File: src/rtl/seq1101_framer.sv
// seq1101_framer: serial frame transmitter for the 1101 sync-word link.
// Emits guard 00, sync 1101, then the payload MSB-first with zero stuffing.
module seq1101_framer #(
  parameter int DATA_W = 8
) (
  input  logic              clk,
  input  logic              reset,
  input  logic [DATA_W-1:0] data_in,
  input  logic              data_valid,
  output logic              data_ready,
  output logic              ser_out,
  output logic              busy,
  output logic              sync_mark
);

  localparam int CW = $clog2(DATA_W + 1);

  // State names the kind of bit currently on the line.
  typedef enum logic [2:0] {
    S_IDLE,
    S_GUARD,
    S_SYNC,
    S_DATA,
    S_STUFF
  } state_t;

  state_t            r_state;
  logic              r_ser;
  logic              r_mark;
  logic [DATA_W-1:0] r_shift;
  logic [CW-1:0]     r_bits;
  logic [1:0]        r_cnt;
  logic [2:0]        r_hist;

  state_t            w_state;
  logic              w_ser;
  logic              w_mark;
  logic [DATA_W-1:0] w_shift;
  logic [CW-1:0]     w_bits;
  logic [1:0]        w_cnt;
  logic              w_emit;
  logic              w_go_pay;

  assign data_ready = (r_state == S_IDLE);
  assign busy       = (r_state != S_IDLE);
  assign ser_out    = r_ser;
  assign sync_mark  = r_mark;

  // Next state and the next line bit; w_emit marks bits that enter hist.
  always_comb begin
    w_state  = r_state;
    w_ser    = 1'b0;
    w_mark   = 1'b0;
    w_shift  = r_shift;
    w_bits   = r_bits;
    w_cnt    = r_cnt;
    w_emit   = 1'b0;
    w_go_pay = 1'b0;
    unique case (r_state)
      S_IDLE: begin
        if (data_valid && data_ready) begin
          w_state = S_GUARD;
          w_shift = data_in;
          w_bits  = '0;
          w_cnt   = 2'd0;
          w_emit  = 1'b1;
        end
      end
      S_GUARD: begin
        w_emit = 1'b1;
        if (r_cnt == 2'd0) begin
          w_cnt = 2'd1;
        end else begin
          w_state = S_SYNC;
          w_cnt   = 2'd0;
          w_ser   = 1'b1;
        end
      end
      S_SYNC: begin
        unique case (r_cnt)
          2'd0: begin
            w_emit = 1'b1;
            w_cnt  = 2'd1;
            w_ser  = 1'b1;
          end
          2'd1: begin
            w_emit = 1'b1;
            w_cnt  = 2'd2;
          end
          2'd2: begin
            w_emit = 1'b1;
            w_cnt  = 2'd3;
            w_ser  = 1'b1;
            w_mark = 1'b1;
          end
          2'd3: w_go_pay = 1'b1;
        endcase
      end
      S_DATA:  w_go_pay = 1'b1;
      S_STUFF: w_go_pay = 1'b1;
      default: w_state = S_IDLE;
    endcase
    // Payload slot: finish, stuff a 0 after 110, or send the MSB.
    if (w_go_pay) begin
      if (r_bits == CW'(DATA_W)) begin
        w_state = S_IDLE;
      end else if (r_hist == 3'b110) begin
        w_state = S_STUFF;
        w_emit  = 1'b1;
      end else begin
        w_state = S_DATA;
        w_emit  = 1'b1;
        w_ser   = r_shift[DATA_W-1];
        w_shift = r_shift << 1;
        w_bits  = r_bits + CW'(1);
      end
    end
  end

  // State, line and history registers; reset aborts any frame.
  always_ff @(posedge clk or posedge reset) begin
    if (reset) begin
      r_state <= S_IDLE;
      r_ser   <= 1'b0;
      r_mark  <= 1'b0;
      r_shift <= '0;
      r_bits  <= '0;
      r_cnt   <= 2'd0;
      r_hist  <= 3'b000;
    end else begin
      r_state <= w_state;
      r_ser   <= w_ser;
      r_mark  <= w_mark;
      r_shift <= w_shift;
      r_bits  <= w_bits;
      r_cnt   <= w_cnt;
      if (w_emit) r_hist <= {r_hist[1:0], w_ser};
    end
  end

endmodule

File: config.mk
export PLATFORM = sky130hd
export DESIGN_NAME = seq1101_framer
export DESIGN_NICKNAME = d
export VERILOG_FILES = /design/src/rtl/seq1101_framer.sv
export SDC_FILE = /design/constraint.sdc
export NUM_CORES = 1
export LEC_CHECK = 0
export CAP_MARGIN = 25
export CORE_UTILIZATION = 54
export DETAILED_ROUTE_END_ITERATION = 16
export GPL_ROUTABILITY_DRIVEN = 0
export PLACE_DENSITY = 0.78
export SETUP_SLACK_MARGIN = 0.4
export SYNTH_ARGS = -nofsm -noshare
export SYNTH_HDL_FRONTEND = slang
export SYNTH_SLANG_ARGS = --single-unit
File: constraint.sdc
create_clock -name clk -period 2.3 [get_ports clk]
set_clock_uncertainty 0.2 [all_clocks]
set_input_delay 0.575 -clock clk [delete_from_list [all_inputs] [get_ports clk]]
set_output_delay 0.575 -clock clk [all_outputs]
set_load 0.01 [all_outputs]
==> impl_results.md, run 1 <==
* Status: finished, final reports clean
* Synth top area cells: dfrtp_1 (44%), ha_1 (8.0%), a221o_1 (5.6%)
* CP endpoint kind: output port
* Crit path buf inv count at 2
* Yosys top cell area share at 44.0%
* Largest net degree at the start of global routing at 23
* DP Wirelength at 1.72 mm
* Setup crit start kind: flop
* Die area at between 2000 and 3000 sq um
* Cell variety after synth at 35
* Final worst path period need at between 1500 and 2000 ps
* Crit-path max FO at 2
* Total track usage at 23.2%
* WL per Instance at ~15 um
* Vias after detailed routing at between 900 and 1000
* # IOs at 15
* Fill count at ~150
* Clock transition at path regs at roughly 130 ps
* Synth Register Bits at 22
* Most used cell, CP: buf_6
* Final wirelength at 2.53 mm
* CP cell instances: nor3_4 > buf_6 > buf_6
* Final Hold Fails at 0
* Max incr delay on CP at roughly 430 ps
* Ys Warns at 0
* Post-synthesis cell area at between 1000 and 1500 sq um
* Critical-path top delay cell: dfrtp_1
* First-pass GRT wire length at roughly 4.3 mm
* Static leakage at 0.790 nW
* Post-layout net count at approximately 170
* Antenna cells at 0
* Starting Density at a little under three fifths
* Pwr/cell area at 1270 nW/um^2
* Port Buffers at 14
* Die H at ~50 um
* CTS max path bufs at 2
* Post-route DRC at 0
* DRT Pass-1 Iters at 4
* Delay-heaviest family, CP: flip-flops
* Finished Layout Cells at around 170
* Syn Nets at approximately 140
* Vias in the first global route at 970
* Maxcap violations at 0
* Cells after DPL at around 160
* Die Wd at about 50 um
* Post-synth top area cell: dfrtp_1
* Skew-Pair Late Insertion Delay at between 300 and 400 ps
* TritonCTS Buffers at 3
* Multi-input gate area at just under 700 sq um
* Iter 0 DRT Violations at 10
* Setup CP Type: reg -> out
* Initial antenna violation count at 0
* CTS tree: built
* Worst min path class: reg -> reg
* Worst Path Arrival at ~1200 ps
* Period utilisation layout at a little under nine tenths
* Sequential cell area at roughly 550 sq um
* Worst VDD drop at roughly 0.00080 V
* Synthesized instance count at 116
* H-tree levels at 1
* Final hold slack at a little over 300 ps
* Clock sink count at 22
* Slew @ Worst Pin at around 360 ps
* Final setup viols at 0
* FMAX at about 500 MHz
* Avg Inst Size Synth at about 11 sq um
* Post-synthesis sequential area ratio at 44.0%
* RSZ-0062 raised after global routing: yes
* CTS root buf: clkbuf_4
* Cell row count at 17
* Final worst-path setup slack at around 310 ps
* Relative slew slack at ~76%
* Final slew viol count at 0
* Area Overhead vs Synth at 30.0%
* Placement Setup Slack at 134 ps
* Core Region at around 2200 sq um
* Setup tns final at 0 ps
* Layout cells sized above 1 at between 30% and 40%
* ANT nets after route at 0
* DR vias/cell at approximately 5.7
* Overflow after GRT at 0
* Critical Path RT at 1520 ps
[synth_stat cells, drive strengths merged]
| library cell | instances |
|---|---|
| o21bai | 1 |
| o311ai | 1 |
| o31ai | 1 |
| ha | 8 |
| nand2 | 7 |
| a31oi | 1 |
| a311oi | 1 |
| and2 | 3 |
| mux2 | 4 |
| mux2i | 3 |
| a2bb2oi | 4 |
| and3 | 9 |
| dfrtp | 22 |
| a221o | 7 |
| a211o | 1 |
| o22ai | 1 |
| inv | 9 |
| a31o | 1 |
| nand3 | 4 |
| nand2b | 2 |
| nor2 | 6 |
| nor3 | 1 |
| o21ai | 2 |
| or3b | 1 |
| a21oi | 4 |
| nor2b | 1 |
| a21o | 1 |
| clkbuf | 2 |
| nand3b | 2 |
| buf | 4 |
| a211oi | 2 |
[metrics by stage]
stage	instance area, sq um	total power, mW	util, %
2_1_floorplan	1250	1.33	-
3_3_place_gp	1430	1.51	65.1
3_5_place_dp	1430	1.54	65.1
4_1_cts	1550	1.95	70.8
5_1_grt	1630	2.20	74.2
6_report	1630	2.07	74.2
[what timing repair did]
item	4_1_cts	5_1_grt
hold buffers	0	0
buffers inserted	4	7
resized for setup	24	8
pin swaps	6	3
setup endpoints to repair	15	17
[registers in the layout (all words and copies together), names as in the netlist]
register,cells
r_bits,4
r_cnt,2
r_hist,3
r_shift,8
r_state,3
ser_out,1
sync_mark,1
[area by class of cell]
| cell class | instances | area share, % |
|---|---|---|
| clock inverters | 1 | 1.85 |
| repair buffers | 31 | 16.8 |
| inverters | 9 | 2.08 |
| well taps | 28 | 2.15 |
| clock buffers | 3 | 1.38 |
| multi-input cells | 79 | 41.8 |
| flip-flops and latches | 22 | 34.0 |
[where the power goes]
part	leakage [nW]	internal (mW)	switching (mW)
Sequential	0.280	0.539	0.119
Combinational	0.482	0.616	0.504
Clock	0.0279	0.176	0.118
Total	0.790	1.33	0.740
[cell usage in the layout, fill, tap and decap left out, types with 2 or more instances in the layout]
master / instances
dlygate4sd2_1: 2
buf_4: 15
ha_2: 2
clkbuf_4: 3
a221o_1: 7
nor2_1: 6
a2bb2oi_1: 4
mux2_4: 2
dfrtp_2: 2
and3_1: 9
nand2b_1: 2
mux2i_1: 3
nand3_1: 4
nand2_1: 7
ha_1: 5
a211oi_1: 2
clkdlybuf4s50_1: 10
nand3b_1: 2
dfrtp_1: 20
inv_1: 8
and2_4: 3
a21oi_1: 2
buf_6: 2
mux2_2: 2
[layer usage]
metal	wire length [um]	up-vias	part of all wire, %	track usage (%)
met5	0	-	0	0
met4	41	0	1.6	11.0
met3	73	4	2.9	3.94
met2	1280	25	50	38.9
met1	1140	481	45	28.7
li1	-	478	-	-
[worst register-to-register path: cells and delay by family, from the launching register on]
family / cells / cell delay [ps]
flip-flops: 1 / 470
AND/OR/NAND/NOR: 1 / 400
AO/OA/AOI/OAI: 2 / 300
multiplexers: 1 / 290
adder cells (fa/ha/maj): 1 / 170
[kinds of logic (layout without fill, tap and decap cells)]
family	Yosys count	count (layout)	share of synthesized area, %
flip-flops	22	22	44.0
AO/OA/AOI/OAI	28	28	20.0
adder cells (fa/ha/maj)	8	8	8.00
buffers and inverters	15	44	6.30
AND/OR/NAND/NOR	36	36	15.7
multiplexers	7	7	6.00
[path summary, 6_finish.rpt]
kind	startpoint	end	slack (ps)	cells after the start
worst max-delay path	r_state[1]	data_ready	310	3
worst min-delay path	r_bits[3]	r_bits[3]	300	1
worst max register to register	r_cnt[1]	r_hist[1]	380	5
worst min register to register	r_bits[3]	r_bits[3]	300	1
max in group asynchronous	reset	r_cnt[0]	1270	3
min in group asynchronous	reset	ser_out	390	3
(Power assumes the default switching activity.)
==> run 2: changes to the inputs <==
CORE_UTILIZATION = 57   (was 54)
CTS_BUF_LIST = sky130_fd_sc_hd__clkbuf_2   (was unset)
PLACE_DENSITY = 0.81   (was 0.78)
==> run 2 against run 1 <==
  * Global-route usage increased by 2.9 points
  * First-iteration DRC count grew to 5.2 times the previous value
  * Cell count down 0.58%
  * Utilization rose by 4.8 points
  * Sequential power about the same
  * Critical path depth grew 2
  * Register-to-register slack got worse by 70 ps
  * Flip-flop and latch count did not move
  * Setup slack worse by 8.3 ps
  * Total power down 3.2%
  * Critical path type is now reg -> reg
  * Critical endpoint is now r_hist[2]
  * Largest power group unchanged
==> impl_results.md, run 2 (same netlist as run 1, synthesis figures left out) <==
* Status: finished, final reports clean
* Static leakage at 0.772 nW
* DP Wirelength at ~1.9 mm
* Cell row count at 16
* Hold Buf Count CTS at 0
* Clock transition at path regs at 220 ps
* Final slew viol count at 0
* Delay-heaviest family, CP: flip-flops
* Starting Density at around three fifths
* Commonest non-fill, non-tap cell in the layout: dfrtp_1
* Most frequent cells in the layout: dfrtp_1 (20), buf_4 (15), clkdlybuf4s50_1 (10)
* Slew @ Worst Pin at 435 ps
* Period utilisation layout at 86.7%
* Skew-Pair Late Insertion Delay at approximately 320 ps
* Die Wd at 48.9 um
* Antenna cells at 0
* Final worst-path setup slack at 306 ps
* Critical-path top delay cell: dfrtp_2
* Crit-path max FO at 5
* CTS root buf: clkbuf_2
* WL per Instance at 18.3 um
* Placement Setup Slack at roughly 160 ps
* Final worst path period need at 1990 ps
* First-pass GRT wire length at roughly 4.7 mm
* # IOs at 15
* Multi-input gate area at 708 sq um
* ANT nets after route at 0
* Biggest regs: r_shift (8), r_bits (4)
* Die area at 2390 sq um
* Clock sink count at 22
* Biggest register: r_shift
* Crit path buf inv count at 0
* Total track usage at between 20% and 30%
* CP cell instances: ha_4 > or3b_1 > a21oi_2 > a21o_2 > mux2_4
* Critical Path RT at roughly 2300 ps
* Max reg flops at 8
* Largest net degree at the start of global routing at 23
* Worst min path class: reg -> reg
* Maxcap violations at 0
* Setup crit start kind: flop
* Fill count at roughly 130
* Vias in the first global route at between 1000 and 1500
* Area Overhead vs Synth at 27.8%
* Final wirelength at 3.14 mm
* CP endpoint kind: flop
* FMAX at about 500 MHz
* TritonCTS Buffers at 3
* Die H at 48.9 um
* Post-route DRC at 0
* Cells after DPL at between 150 and 200
* H-tree levels at 1
* Max incr delay on CP at roughly 520 ps
* Setup CP Type: reg -> reg
* Finished Layout Cells at 172
* Relative slew slack at 70.8%
* Pwr/cell area at about 1300 nW/um^2
* Sequential cell area at ~550 sq um
* CTS tree: built
* RSZ-0062 raised after global routing: yes
* Worst Path Arrival at slightly above 2000 ps
* Overflow after GRT at 0
* Vias after detailed routing at slightly above 1000
* Port Buffers at 14
* Initial antenna violation count at 0
* DRT Pass-1 Iters at 4
* Post-layout net count at 165
* CTS max path bufs at 2
* DR vias/cell at 6.02
* Layout cells sized above 1 at 32.4%
* Final Hold Fails at 0
* Core Region at between 2000 and 2500 sq um
* Iter 0 DRT Violations at 52
* Final setup viols at 0
* Setup tns final at 0 ps
* Worst VDD drop at 0.000991 V
## run 2: worst paths after layout
check	cells past startpoint	to	from	slack (ps)
setup / recovery	5	r_hist[2]	r_cnt[0]	310
hold / removal	1	r_bits[3]	r_bits[3]	300
setup reg to reg	5	r_hist[2]	r_cnt[0]	310
hold reg to reg	1	r_bits[3]	r_bits[3]	300
max in group asynchronous	3	r_cnt[1]	reset	1310
min in group asynchronous	3	r_hist[0]	reset	360
## run 2: power breakdown
| group | internal [mW] | switching [mW] | total (mW) |
|---|---|---|---|
| clock | 0.0378 | 0.120 | 0.158 |
| sequential | 0.539 | 0.120 | 0.659 |
| combinational | 0.598 | 0.590 | 1.19 |
## run 2: per-stage QoR
| step | power (mW) | util [%] | area (sq um) | hold WS, ps |
|---|---|---|---|---|
| finish | 2.00 | 79.1 | 1600 | 302 |
| global route | 2.11 | 79.1 | 1600 | 340 |
| CTS | 1.81 | 74.8 | 1510 | 302 |
| detailed placement | 1.57 | 70.5 | 1430 | 279 |
| global placement | 1.51 | 70.5 | 1430 | 273 |
| floorplan | 1.33 | - | 1250 | 245 |
## run 2: final cells by class
| class | count | share of cell area (%) |
|---|---|---|
| Clock buffer | 3 | 0.939 |
| Clock inverter | 1 | 0.235 |
| Inverter | 9 | 2.11 |
| Multi-Input combinational cell | 80 | 44.3 |
| Sequential cell | 22 | 34.6 |
| Tap cell | 27 | 2.11 |
| Timing Repair Buffer | 30 | 15.7 |
## run 2: per-layer routing
metal	global-route usage, %	part of all wire [%]	vias up
li1	-	-	478
met3	4.05	5.7	4
met2	44.9	51	48
met1	34.1	42	505
met4	6.86	1.6	0
met5	0	0	-
## run 2: what timing repair did
item | 4_1_cts | 5_1_grt
gates cloned | 1 | 0
resized for setup | 18 | 13
setup endpoints to repair | 16 | 15
buffers inserted | 6 | 4
pin swaps | 6 | 7
